--- config.mk ---
export PLATFORM = sky130hd
export DESIGN_NAME = button_conditioner
export DESIGN_NICKNAME = d
export VERILOG_FILES = /design/src/rtl/btn_pkg.sv /design/src/rtl/debounce_channel.sv /design/src/rtl/button_conditioner.sv
export SDC_FILE = /design/constraint.sdc
export NUM_CORES = 1
export LEC_CHECK = 0
export CORE_UTILIZATION = 50
export DETAILED_ROUTE_END_ITERATION = 6
export GPL_TIMING_DRIVEN = 0
export PLACE_DENSITY = 0.77
export SLEW_MARGIN = 20
export SYNTH_ARGS = -nofsm -noshare
export SYNTH_HDL_FRONTEND = slang
export SYNTH_SLANG_ARGS = --single-unit
export TNS_END_PERCENT = 30
--- constraint.sdc ---
create_clock -name clk -period 1.8 [get_ports clk]
set_input_delay 0.36 -clock clk [delete_from_list [all_inputs] [get_ports clk]]
set_output_delay 0.36 -clock clk [all_outputs]
set_load 0.02 [all_outputs]
--- src/rtl/btn_pkg.sv ---
// Shared definitions for the push-button conditioner: state encoding and default debounce depth.
package btn_pkg;

    // Bit 1 of the encoding is the debounced level.
    typedef enum logic [1:0] {
        IDLE      = 2'b00,
        ARMING    = 2'b01,
        HELD      = 2'b11,
        RELEASING = 2'b10
    } btn_state_e;

    localparam int unsigned DEBOUNCE_CYCLES_DEFAULT = 4;

endpackage

--- src/rtl/debounce_channel.sv ---
// One button channel: 2-flop synchronizer, consecutive-sample debounce FSM, level and edge pulses.
module debounce_channel
    import btn_pkg::*;
#(
    parameter int unsigned DEBOUNCE_CYCLES = DEBOUNCE_CYCLES_DEFAULT
) (
    input  logic clk,
    input  logic rst_n,
    input  logic i_raw,
    output logic o_level,
    output logic o_level_nxt,
    output logic o_press,
    output logic o_release
);

    localparam int unsigned CNT_W = $clog2(DEBOUNCE_CYCLES + 1);
    localparam logic [CNT_W-1:0] CNT_LAST = CNT_W'(DEBOUNCE_CYCLES - 1);

    logic             r_sync1;
    logic             r_sync2;
    logic [CNT_W-1:0] r_cnt;
    btn_state_e       r_state;
    logic             r_press;
    logic             r_release;
    logic             w_level_nxt;

    // Level the FSM will hold after the coming edge; lets the top register conflict in step.
    always_comb begin
        w_level_nxt = r_state[1];
        if (r_state == ARMING && r_sync2 && r_cnt == CNT_LAST) begin
            w_level_nxt = 1'b1;
        end else if (r_state == RELEASING && !r_sync2 && r_cnt == CNT_LAST) begin
            w_level_nxt = 1'b0;
        end
    end

    always_ff @(posedge clk or negedge rst_n) begin
        if (!rst_n) begin
            r_sync1   <= 1'b0;
            r_sync2   <= 1'b0;
            r_cnt     <= '0;
            r_state   <= IDLE;
            r_press   <= 1'b0;
            r_release <= 1'b0;
        end else begin
            r_sync1   <= i_raw;
            r_sync2   <= r_sync1;
            r_press   <= 1'b0;
            r_release <= 1'b0;
            unique case (r_state)
                IDLE: begin
                    if (r_sync2) begin
                        r_state <= ARMING;
                        r_cnt   <= CNT_W'(1);
                    end else begin
                        r_cnt <= '0;
                    end
                end
                ARMING: begin
                    if (!r_sync2) begin
                        r_state <= IDLE;
                        r_cnt   <= '0;
                    end else if (r_cnt == CNT_LAST) begin
                        r_state <= HELD;
                        r_cnt   <= '0;
                        r_press <= 1'b1;
                    end else begin
                        r_cnt <= r_cnt + CNT_W'(1);
                    end
                end
                HELD: begin
                    if (!r_sync2) begin
                        r_state <= RELEASING;
                        r_cnt   <= CNT_W'(1);
                    end else begin
                        r_cnt <= '0;
                    end
                end
                RELEASING: begin
                    if (r_sync2) begin
                        r_state <= HELD;
                        r_cnt   <= '0;
                    end else if (r_cnt == CNT_LAST) begin
                        r_state   <= IDLE;
                        r_cnt     <= '0;
                        r_release <= 1'b1;
                    end else begin
                        r_cnt <= r_cnt + CNT_W'(1);
                    end
                end
                default: begin
                    r_state <= IDLE;
                    r_cnt   <= '0;
                end
            endcase
        end
    end

    assign o_level     = r_state[1];
    assign o_level_nxt = w_level_nxt;
    assign o_press     = r_press;
    assign o_release   = r_release;

endmodule

--- src/rtl/button_conditioner.sv ---
// Two independent debounced button channels plus a registered both-held conflict flag.
module button_conditioner
    import btn_pkg::*;
#(
    parameter int unsigned DEBOUNCE_CYCLES = DEBOUNCE_CYCLES_DEFAULT
) (
    input  logic clk,
    input  logic rst_n,
    input  logic btn1_raw,
    input  logic btn2_raw,
    output logic B1,
    output logic B2,
    output logic b1_press,
    output logic b2_press,
    output logic b1_release,
    output logic b2_release,
    output logic conflict
);

    logic w_lvl1_nxt;
    logic w_lvl2_nxt;
    logic r_conflict;

    debounce_channel #(
        .DEBOUNCE_CYCLES(DEBOUNCE_CYCLES)
    ) u_ch1 (
        .clk        (clk),
        .rst_n      (rst_n),
        .i_raw      (btn1_raw),
        .o_level    (B1),
        .o_level_nxt(w_lvl1_nxt),
        .o_press    (b1_press),
        .o_release  (b1_release)
    );

    debounce_channel #(
        .DEBOUNCE_CYCLES(DEBOUNCE_CYCLES)
    ) u_ch2 (
        .clk        (clk),
        .rst_n      (rst_n),
        .i_raw      (btn2_raw),
        .o_level    (B2),
        .o_level_nxt(w_lvl2_nxt),
        .o_press    (b2_press),
        .o_release  (b2_release)
    );

    // Registered from the next levels so it changes on the same edge as B1/B2.
    always_ff @(posedge clk or negedge rst_n) begin
        if (!rst_n) begin
            r_conflict <= 1'b0;
        end else begin
            r_conflict <= w_lvl1_nxt & w_lvl2_nxt;
        end
    end

    assign conflict = r_conflict;

endmodule

==> results of run 1 <==
==> power by group <==
part | total [mW] | internal (mW) | switching [mW] | leakage, nW
clock network | 0.210 | 0.0846 | 0.125 | 0.0139
registers | 0.620 | 0.525 | 0.0948 | 0.240
logic | 0.736 | 0.334 | 0.403 | 0.265
==> what timing repair did <==
action,4_1_cts,5_1_grt
hold buffers,0,0
endpoints found under the setup margin,2,4
resized for setup,2,3
==> path summary, 6_finish.rpt <==
check	cells after the start	start	to
max	6	u_ch1.r_state[1]	u_ch1.r_state[0]
min	0	u_ch1.r_sync1	u_ch1.r_sync2
max reg2reg	6	u_ch1.r_state[1]	u_ch1.r_state[0]
min reg2reg	0	u_ch1.r_sync1	u_ch1.r_sync2
max in group asynchronous	1	rst_n	u_ch1.r_state[1]
min in group asynchronous	1	rst_n	u_ch2.r_cnt[1]
==> flip-flops by register name (all words and copies together), names as in the netlist <==
signal and flops:
conflict 1, u_ch1.o_press 1, u_ch1.o_release 1, u_ch1.r_cnt 3
u_ch1.r_state 2, u_ch1.r_sync1 1, u_ch1.r_sync2 1, u_ch2.o_press 1
u_ch2.o_release 1, u_ch2.r_cnt 3, u_ch2.r_state 2, u_ch2.r_sync1 1
u_ch2.r_sync2 1
==> cells by family (layout without fill, tap and decap cells) <==
family          count (synthesis)  after routing
mux                             3              3
flops                          19             19
compound gates                 20             20
simple gates                   27             27
fa+ha+maj                      10             10
buf+inv                         9             23
==> metrics by stage <==
stage               total power, mW  cell area [µm²]  setup WS, ps
finish                         1.57             1120           108
detailed placement             1.35             1090          35.9
global route                   1.70             1120         0.159
global placement               1.32             1090          96.1
CTS                            1.56             1120          27.9
floorplan                      1.16              957           105
==> cells in the final DEF, fill, tap and decap left out, types with 4 or more instances in the layout <==
master	n
nor2_1	4
o21ai_0	5
clkdlybuf4s50_1	8
ha_1	10
inv_1	7
dfrtp_1	17
nand2_1	4
a21oi_1	6
==> worst register-to-register path: stages (launching register included) <==
cell,delay [ps]
dfrtp_2,450
inv_1,90
ha_1,240
mux2i_2,210
nor2_1,120
or4_1,410
o211ai_1,110
==> cell type report <==
| class | count | area (µm²) |
|---|---|---|
| Clock inverter | 1 | 7.51 |
| Sequential cell | 19 | 478 |
| Timing Repair Buffer | 10 | 97.6 |
| Clock buffer | 3 | 22.5 |
| Inverter | 7 | 26.3 |
| Multi-Input combinational cell | 60 | 444 |
| Buffer | 2 | 15.0 |
| Fill cell | 154 | 642 |
| Tap cell | 25 | 31.3 |
==> per-layer routing <==
layer / vias up / part of all wire, % / GRT usage (%)
met3: 4 / 3.6 / 5.95
met2: 15 / 45 / 26.9
met1: 322 / 49 / 21.5
met5: - / 0 / 0
met4: 0 / 1.9 / 7.06
li1: 336 / - / -
==> flow_metrics.tcl, run 1 <==
set metrics [dict create \
    outcome "complete, no violations" \
    area_growth_pct 17.3 \
    synthAdderAreaFrac_pct 13.1 \
    crit_slowest_cell "dfrtp_2" \
    num_rows 15 \
    power.leakage_nw 0.519 \
    die_y_um 45.8 \
    io_pins 11 \
    max_freq_ghz 0.591 \
    drt_iter0_markers 6 \
    cts_setup_buffers 0 \
    insertion_delay_ps 300 \
    die_w_um 45.8 \
    setup_viol 0 \
    drtPass1Iterations 4 \
    arrival_ps 1910 \
    netlist_instances 88 \
    yosys_warnings 0 \
    root_buffer "clkbuf_4" \
    avgViaCountPerCell 5.33 \
    clk_path_buf_depth 2 \
    hp-class "register to register" \
    path_clk_slew_ps 110 \
    cp-start-kind "register" \
    antenna_left 0 \
    initial_core_util_pct 54.3 \
    core-area_mm2 0.00176 \
    antenna_found_initial 0 \
    synthXorXnorAreaFrac_pct 0 \
    path_max_fanout 8 \
    tightest_slew_ps 790 \
    layout-drive-gt1-share_pct 9.80 \
    tns_ps 0 \
    skew_ps 9.55 \
    path_buf_inv 1 \
    dp.final_hpwl_mm 1.11 \
    synth_top_area_share_pct 49.7 \
    placedCellCount 123 \
    cp_cell_sequence "inv_1, ha_1, mux2i_2, nor2_1, or4_1, o211ai_1" \
    synth-simple-area-share_pct 16.3 \
    synthTopCellsByArea "dfrtp_1 (50%), ha_1 (13%), a21oi_1 (3.1%)" \
    yosys_most_used_dff "dfrtp_1" \
    drc 0 \
    rrSetupSlack_ps 110 \
    syn_area_per_cell_um2 10.9 \
    yosysSeqAreaShare_pct 49.7 \
    synth_mux_area_share_pct 3.66 \
    crit_required_ps 2020 \
    grt_max_degree 20 \
    drv_slew 0 \
    peakVddDrop_mv 0.665 \
    syn-cell-area_um2 957 \
    htree_levels 1 \
    fin_cells 127 \
    synth_top_cells_by_count "dfrtp_1 (19), ha_1 (10), inv_1 (7)" \
    yosysTopAreaCell "dfrtp_1" \
    grt-ovfl-total 0 \
    cts_num_sinks 19 \
    grt_util_all_layers_pct 17.1 \
    critPathKind "register to register" \
    io_buffers 10 \
    syn_nets 102 \
    synth_compound_area_share_pct 12.9 \
    end_kind "register" \
    final_util_pct 63.6 \
    period_share_pct 94.0 \
    slowest_delay_ps 450 \
    cts_buffers 3 \
    wl_per_cell_um 12.0 \
    slew_headroom_pct 47.2 \
    maxCapViolCount 0 \
    synthDistinctLibCells 28 \
    ys_async_sr_fraction_pct 100 \
    yosysMostFrequentCell "dfrtp_1" \
    rsz0062_at_grt "false" \
    power.density_mw_per_mm2 1400 \
    wl_mm 1.52 \
    synth_edf_count 0 \
    hold_slack_ps 367 \
    dieArea_mm2 0.00209 \
    hold_viol 0 \
    critPathTopFamily "simple AND/OR/NAND/NOR gates" \
    synth_top_family_by_area "simple AND/OR/NAND/NOR gates" \
    antenna_cells 0 \
    vias 677 \
    grt_pass1_wl_mm 2.50 \
    place.gp.congestion 0.768 \
    min_period_ps 1690 \
    nets 117 \
    cts_tree "yes" \
    grt_pass1_vias 618 \
    ys_ff_latch 19 \
]
(Power assumes the default switching activity.)
==> run 2: changes to the inputs <==
--- a/config.mk
+++ b/config.mk
@@ -5,6 +5,7 @@
 export SDC_FILE = /design/constraint.sdc
 export NUM_CORES = 1
 export LEC_CHECK = 0
+export CAP_MARGIN = 20
 export CORE_UTILIZATION = 50
 export DETAILED_ROUTE_END_ITERATION = 6
 export GPL_TIMING_DRIVEN = 0
==> results of run 2 <==
No change in the layout: final DEF, timing and power equal those of run 1.
